<file path="src/rtl/serial_addsub_pkg.sv">
// Shared constants for the serial adder/subtractor: FSM encodings, mode values,
// and the counter-width helper.
package serial_addsub_pkg;

  localparam logic [1:0] IDLE = 2'd0;
  localparam logic [1:0] RUN  = 2'd1;
  localparam logic [1:0] DONE = 2'd2;

  localparam logic MODE_ADD = 1'b0;
  localparam logic MODE_SUB = 1'b1;

  // The chunk counter is always at least one bit wide, even when one chunk covers the operand.
  function automatic int cnt_width(input int n);
    return (n <= 1) ? 1 : $clog2(n);
  endfunction

endpackage

</file>
<file path="src/rtl/addsub_cell.sv">
// One-bit full adder/subtractor cell. In subtract mode, cin and cout carry the
// borrow instead of the carry.
module addsub_cell
  import serial_addsub_pkg::*;
(
  input  logic x,
  input  logic y,
  input  logic cin,
  input  logic mode,
  output logic out,
  output logic cout
);

  assign out  = x ^ y ^ cin;
  assign cout = (mode == MODE_SUB) ? ((~x & y) | (cin & ~(x ^ y)))
                                   : ((x & y) | (cin & (x ^ y)));

endmodule

</file>
<file path="src/rtl/serial_addsub.sv">
// Multi-cycle adder/subtractor that consumes the operands LSB-first, BITS_PER_CYCLE
// bits per clock. The carry or borrow is held in a flop between chunks.
module serial_addsub
  import serial_addsub_pkg::*;
#(
  parameter int WIDTH          = 8,
  parameter int BITS_PER_CYCLE = 1
) (
  input  logic             clk,
  input  logic             rst,
  input  logic             start,
  input  logic             mode,
  input  logic [WIDTH-1:0] a,
  input  logic [WIDTH-1:0] b,
  output logic             busy,
  output logic             done,
  output logic [WIDTH-1:0] result,
  output logic             cout,
  output logic             ovf,
  output logic [1:0]       fsm_state
);

  localparam int N  = WIDTH / BITS_PER_CYCLE;
  localparam int CW = cnt_width(N);
  localparam logic [CW-1:0] LAST = CW'(N - 1);

  logic [1:0]       state;
  logic [CW-1:0]    cnt;
  logic [WIDTH-1:0] opa;
  logic [WIDTH-1:0] opb;
  logic             mode_q;
  logic             carry_q;
  logic             a_msb;
  logic             b_msb;

  logic [BITS_PER_CYCLE:0]   c;
  logic [BITS_PER_CYCLE-1:0] s;
  logic [WIDTH-1:0]          res_next;
  logic                      ovf_next;
  logic                      accept;
  logic                      last;

  assign c[0] = carry_q;

  for (genvar i = 0; i < BITS_PER_CYCLE; i++) begin : g_cell
    addsub_cell u_cell (
      .x    (opa[i]),
      .y    (opb[i]),
      .cin  (c[i]),
      .mode (mode_q),
      .out  (s[i]),
      .cout (c[i+1])
    );
  end

  // The result bits enter opa at the top while operand bits leave at the bottom,
  // so after N chunks opa holds the complete result.
  if (WIDTH > BITS_PER_CYCLE) begin : g_res_shift
    assign res_next = {s, opa[WIDTH-1:BITS_PER_CYCLE]};
  end else begin : g_res_single
    assign res_next = s;
  end

  // The operand MSBs are saved at capture because the shift registers overwrite them.
  assign ovf_next = (mode_q == MODE_SUB)
                  ? ((a_msb != b_msb) && (res_next[WIDTH-1] != a_msb))
                  : ((a_msb == b_msb) && (res_next[WIDTH-1] != a_msb));

  assign accept = start && ((state == IDLE) || (state == DONE));
  assign last   = (cnt == LAST);

  always_ff @(posedge clk) begin
    if (rst) begin
      state   <= IDLE;
      cnt     <= '0;
      opa     <= '0;
      opb     <= '0;
      mode_q  <= MODE_ADD;
      carry_q <= 1'b0;
      a_msb   <= 1'b0;
      b_msb   <= 1'b0;
      result  <= '0;
      cout    <= 1'b0;
      ovf     <= 1'b0;
    end else begin
      case (state)
        IDLE, DONE: begin
          if (accept) begin
            opa     <= a;
            opb     <= b;
            mode_q  <= mode;
            a_msb   <= a[WIDTH-1];
            b_msb   <= b[WIDTH-1];
            carry_q <= 1'b0;
            cnt     <= '0;
            state   <= RUN;
          end else begin
            state <= IDLE;
          end
        end
        RUN: begin
          opa     <= res_next;
          opb     <= opb >> BITS_PER_CYCLE;
          carry_q <= c[BITS_PER_CYCLE];
          if (last) begin
            cnt    <= '0;
            state  <= DONE;
            result <= res_next;
            cout   <= c[BITS_PER_CYCLE];
            ovf    <= ovf_next;
          end else begin
            cnt <= cnt + 1'b1;
          end
        end
        default: state <= IDLE;
      endcase
    end
  end

  assign busy      = (state == RUN);
  assign done      = (state == DONE);
  assign fsm_state = state;

endmodule

</file>
<file path="config.mk">
export PLATFORM = sky130hd
export DESIGN_NAME = serial_addsub
export DESIGN_NICKNAME = d
export VERILOG_FILES = /design/src/rtl/serial_addsub_pkg.sv /design/src/rtl/addsub_cell.sv /design/src/rtl/serial_addsub.sv
export SDC_FILE = /design/constraint.sdc
export NUM_CORES = 1
export LEC_CHECK = 0
export BUFFER_PORTS_ARGS = -buffer_cell sky130_fd_sc_hd__buf_2
export CORE_UTILIZATION = 30
export DETAILED_ROUTE_END_ITERATION = 10
export MAX_ROUTING_LAYER = met4
export PLACE_DENSITY = 0.57
export SLEW_MARGIN = 30
export SYNTH_ARGS = -nofsm -noshare
export SYNTH_HDL_FRONTEND = slang
export SYNTH_SLANG_ARGS = --single-unit
</file>
<file path="constraint.sdc">
create_clock -name clk -period 2.1 [get_ports clk]
set_input_delay 0.42 -clock clk [delete_from_list [all_inputs] [get_ports clk]]
set_output_delay 0.42 -clock clk [all_outputs]
set_load 0.01 [all_outputs]
</file>
## Yosys cells after proc, flatten, opt, wreduce, memory -nomap -nowiden

Cells that the tools add are included.

- Input port bits: 20
- Word-level logic and storage cells: 54
- Bits in registers: 35

- Eq/ne operators: 8
- Add/subtract/negate cells: 1
- Multiplexer cells: 14
- Reduce and logical (&&, ||, !) cells: 10
- Bitwise gates (word level): 10

Operators with widths:

| kind | count |
|---|---|
| 8-bit case mux with 2 select lines | 2 |
| 8-bit two-way mux | 2 |
| 3-bit two-way mux | 2 |
| 3-bit case mux with 2 select lines | 1 |
| 2-bit AND reduction | 3 |
| 1-bit bitwise AND | 4 |
| 1-bit two-way mux | 4 |
| 2-bit case mux with 2 select lines | 1 |
| 3-bit by 1-bit adder with 3-bit output, second input constant | 1 |
| 3-bit == test, second input constant | 1 |
| 1-bit logical AND | 3 |
| 2-bit by 1-bit == test with 1-bit output, second input constant | 1 |
| 2-bit == test, second input constant | 1 |
| 2-bit logical NOT | 1 |
| 2-bit two-way mux | 1 |
| 1-bit != test | 2 |
| 2-bit by 1-bit != test with 1-bit output, second input constant | 1 |
| 2-bit != test, second input constant | 1 |
| 1-bit inverter | 2 |
| 1-bit OR | 2 |
| 1-bit case mux with 2 select lines | 1 |
| 2-bit nonzero test | 1 |
| 2-bit OR reduction | 1 |
| 1-bit XOR | 2 |
| 2 further kinds | 2 |

## Logic depth before layout (Yosys ltp)

- Depth in word-level cells: 6
- Depth in mapped cells: 6

## Modules after synthesis

From an unflattened synthesis, not the netlist that was laid out.

- Cell total of the unflattened synthesis: 181
- Area, all modules: 1501.4 um2

By module, submodules not included:

| module | instances | cells each | area each (um2) |
|---|---|---|---|
| serial_addsub | 1 | 175 | 1440.1 |
| addsub_cell | 1 | 6 | 61.3 |

## Worst setup path after synthesis

No wires, ideal clock.

- Kind: register to register
- From: register opb[0]
- To: register ovf
- Stages on the path, launching flop included: 6
- Arrival time: 1381 ps
- Setup time: 87 ps
- Setup slack: 632 ps
- Period minus slack after synthesis: 1468 ps
- Cells stage by stage: dfxtp_1 inv_1 fa_1 nor2b_1 mux2i_1 a211oi_1

- Word-level cells in the longest chain between the ends: 5
- Elaborated cells on any way between the ends: 6
- Classes of those cells: eq/ne (1); mux (1); bitwise (2); reduce/logical (2)

Ends and longest elaborated chain:

| item | RTL line | text |
|---|---|---|
| from (decl) | serial_addsub.sv:30 | `logic [WIDTH-1:0] opb;` |
| from (signal assigned) | serial_addsub.sv:103 | `opb <= opb >> BITS_PER_CYCLE;` |
| 1-bit XOR * (2 in series) | addsub_cell.sv:14 | `assign out = x ^ y ^ cin;` |
| net g_cell[0].u_cell.out | addsub_cell.sv:10 | `output logic out,` |
| 1-bit != test * | serial_addsub.sv:66, serial_addsub.sv:67 |  |
| 1-bit logical AND, on equally long branches | serial_addsub.sv:67, serial_addsub.sv:66 |  |
| 1-bit two-way mux * | serial_addsub.sv:66 | `? ((a_msb != b_msb) && (res_next[WIDTH-1] != a_msb))` |
| to (signal assigned) | serial_addsub.sv:110 | `ovf <= ovf_next;` |
| to (decl) | serial_addsub.sv:19 | `output logic ovf,` |

Mark *: on every way through the listed nets, which the timed path passes. The rest lies on a longest branch.
A chain may end at the register's enable or synchronous reset.

## Worst setup path after layout

- From: register state[0] (netlist: fsm_state[0])
- To: output busy

- Word-level cells in the longest chain between the ends: 1

Ends and longest elaborated chain:

| item | RTL line | text |
|---|---|---|
| from (decl) | serial_addsub.sv:27 | `logic [1:0] state;` |
| from (signal assigned) | serial_addsub.sv:74 | `state <= IDLE;` |
| from (signal assigned) | serial_addsub.sv:96 | `state <= RUN;` |
| from (signal assigned) | serial_addsub.sv:98 | `state <= IDLE;` |
| 2-bit by 1-bit == test with 1-bit output | serial_addsub.sv:120 | `assign busy = (state == RUN);` |
| to (decl) | serial_addsub.sv:15 | `output logic busy,` |

Every way passes these cells.

==> qor.yml <==
status: "completed"
netlist-cell-type-count: 26
slew_headroom_pct: 51.4
chipWidth_um: 73.9
p_switching_uw: 375
cts_sinks: 35
wl_per_cell_um: 11.4
grt_usage_pct: 13.4
p_per_area_mw_per_mm2: 786
grt-ovfl-total: 0
whs_path_depth: 3
syn-num-nets: 205
syn_inst: 181
htreeDepth: 2
boundaryPins: 34
worst_ir_drop_vdd_v: 0.000393
dr.first_iter.drc_count: 73
power_frac_clock_pct: 37.3
path_clk_slew_ps: 70
switching_share_pct: 25.9
numCtsBuffers: 5
antenna_found_initial: 0
ant_nets: 0
dpl.hpwl_mm: 2.11
intPower_uw: 1070
rsz0062_at_grt: "false"
ys_ff_latch: 35
grt_pass1_vias: 1185
viasPerCell: 4.66
clock_path_buffers: 2
crit_arrival_ps: 1150
synth_area_leader_cell: "dfxtp_1"
area_delta_synth_final_pct: 18.9
cp-end-kind: "primary output"
power_leakage_uw: 0.000743
fmax_ghz: 0.636
holdWs_ps: 367
slew_viol_final: 0
dieArea_mm2: 0.00546
synth_seq_area_share_pct: 45.2
initial_core_util_pct: 32.0
vias: 1296
crit_path_start_kind: "flip-flop"
grt_pass1_wl_mm: 5.33
cts_tree: "yes"
setup_tns_ps: 0
rr_worst_depth: 5
hold_viol: 0
synth.top_cell.area_share_pct: 45.2
holdBufCountCts: 0
num_rows: 25
p_comb_share_pct: 12.4
yosys_warnings: 0
portBuffers: 33
routabilityCongestion: 0.711
skew_ps: 6.86
worst_pin_slew_ps: 730
finalSetupViolations: 0
die_height_um: 73.9
criticalPathCategory: "reg2out"
routed_wl_mm: 3.18
synth.area.top_cells: "dfxtp_1 (45%), nand2_1 (13%), a311oi_2 (9.7%), a21oi_1 (5.2%), nor2_1 (4.4%)"
critPathMaxFanout: 8
post-route-drc-count: 0
antenna_cells: 0
fin_crit_ps: 1570
seqPwrFrac_pct: 50.3
cap_violations: 0
avgSynthCellArea_um2: 8.57
hold_class: "in2reg"
root_buffer: "clkbuf_8"
fin_util_pct: 38.0
crit_required_ps: 1680
firstDrtPassIters: 4
drive_gt1_share_pct: 25.6
ctsResizeCount: 0
core_mm2: 0.00485
fin_nets: 234
syn_area_mm2: 0.00155
grt_max_degree: 36
post_cts_buffers: 0
clkLatencyLatePin_ps: 290
min_period_over_period_pct: 74.8
## metrics by stage
stage               instance area (um2)  worst slack [ps]  power (uW)  cells
detailed placement                 1740               547         927    270
floorplan                          1550               632         884    181
global placement                   1740               597         924    270
finish                             1840               529        1450    278
CTS                                1840               492        1470    278
global route                       1840               423        1520    278
## synthesized netlist by cell type
cell type	instances
mux2i_1	1
inv_1	3
nor2_1	18
ha_1	2
o211ai_1	2
nand2_1	54
nor2b_1	4
buf_2	6
nor4b_1	1
a211oi_1	1
nand3_1	5
xnor2_1	1
fa_1	2
dfxtp_1	35
buf_4	4
a21oi_1	16
nand2b_1	2
a311oi_2	10
a31oi_1	2
nand3b_1	2
buf_6	1
a311oi_1	4
o21a_1	1
and3b_1	1
clkbuf_1	2
buf_1	1
## path summary, 6_finish.rpt
path	from	to	slack, ps
worst min-delay path	mode	mode_q	370
worst min register to register	result[6]	result[6]	450
worst max register to register	opb[0]	ovf	550
worst max-delay path	fsm_state[0]	busy	530
## placed cells by master, fill, tap and decap left out
cell,instances
nand2b_1,2
inv_1,3
nand3b_1,2
buf_2,33
nor2_1,18
a21oi_1,16
fa_1,2
xnor2_1,1
nand2_1,54
nor4b_1,1
nand3_1,5
nor2b_1,4
a211oi_1,1
a311oi_2,10
o21a_1,1
mux2i_1,1
o211ai_1,2
dfxtp_1,35
a311oi_1,4
a31oi_1,2
buf_4,3
clkinvlp_4,1
clkbuf_8,7
ha_1,2
and3b_1,1
## kinds of logic (layout without fill, tap and decap cells)
logic type	Yosys count	after routing	share of synthesized area [%]
compound gates	36	36	19.8
xor+xnor	1	1	0.565
fa+ha+maj	4	4	4.19
buf+inv	17	47	6.05
flops	35	35	45.2
mux	1	1	0.645
simple gates	87	87	23.5
## sequential cells by signal (all words and copies together), names as in the netlist, 2 cells and up
| signal | cells |
|---|---|
| result | 8 |
| fsm_state | 2 |
| opa | 8 |
| cnt | 3 |
| opb | 8 |
## routing by layer
| layer | global-route usage (%) | vias up | routed length [um] |
|---|---|---|---|
| met2 | 18.8 | 26 | 1390 |
| met3 | 3.29 | 8 | 134 |
| met1 | 17.8 | 594 | 1590 |
| met5 | - | - | 0 |
| li1 | - | 668 | - |
| met4 | 6.41 | 0 | 63 |
## area by class of cell
| cell class | instances | area [um2] |
|---|---|---|
| Fill cell | 518 | 3000 |
| Multi-Input combinational cell | 129 | 757 |
| Sequential cell | 35 | 701 |
| Timing Repair Buffer | 36 | 188 |
| Clock buffer | 7 | 96.3 |
| Tap cell | 67 | 83.8 |
| Inverter | 3 | 11.3 |
| Clock inverter | 1 | 7.51 |
## power by group through the flow
stage / registers, uW / clock network [uW] / logic (uW)
after floorplan: 739 / 0 / 146
after global placement: 745 / 0 / 179
after detailed placement: 745 / 0 / 182
after CTS: 730 / 556 / 183
after global routing: 735 / 580 / 203
final: 729 / 541 / 179
## worst max-delay path, stage by stage, from the launching register on
cell	delay [ps]
dfxtp_1	450
nand2b_1	100
inv_1	150
buf_2	160
Note: power is estimated with default switching activity, not from simulation.
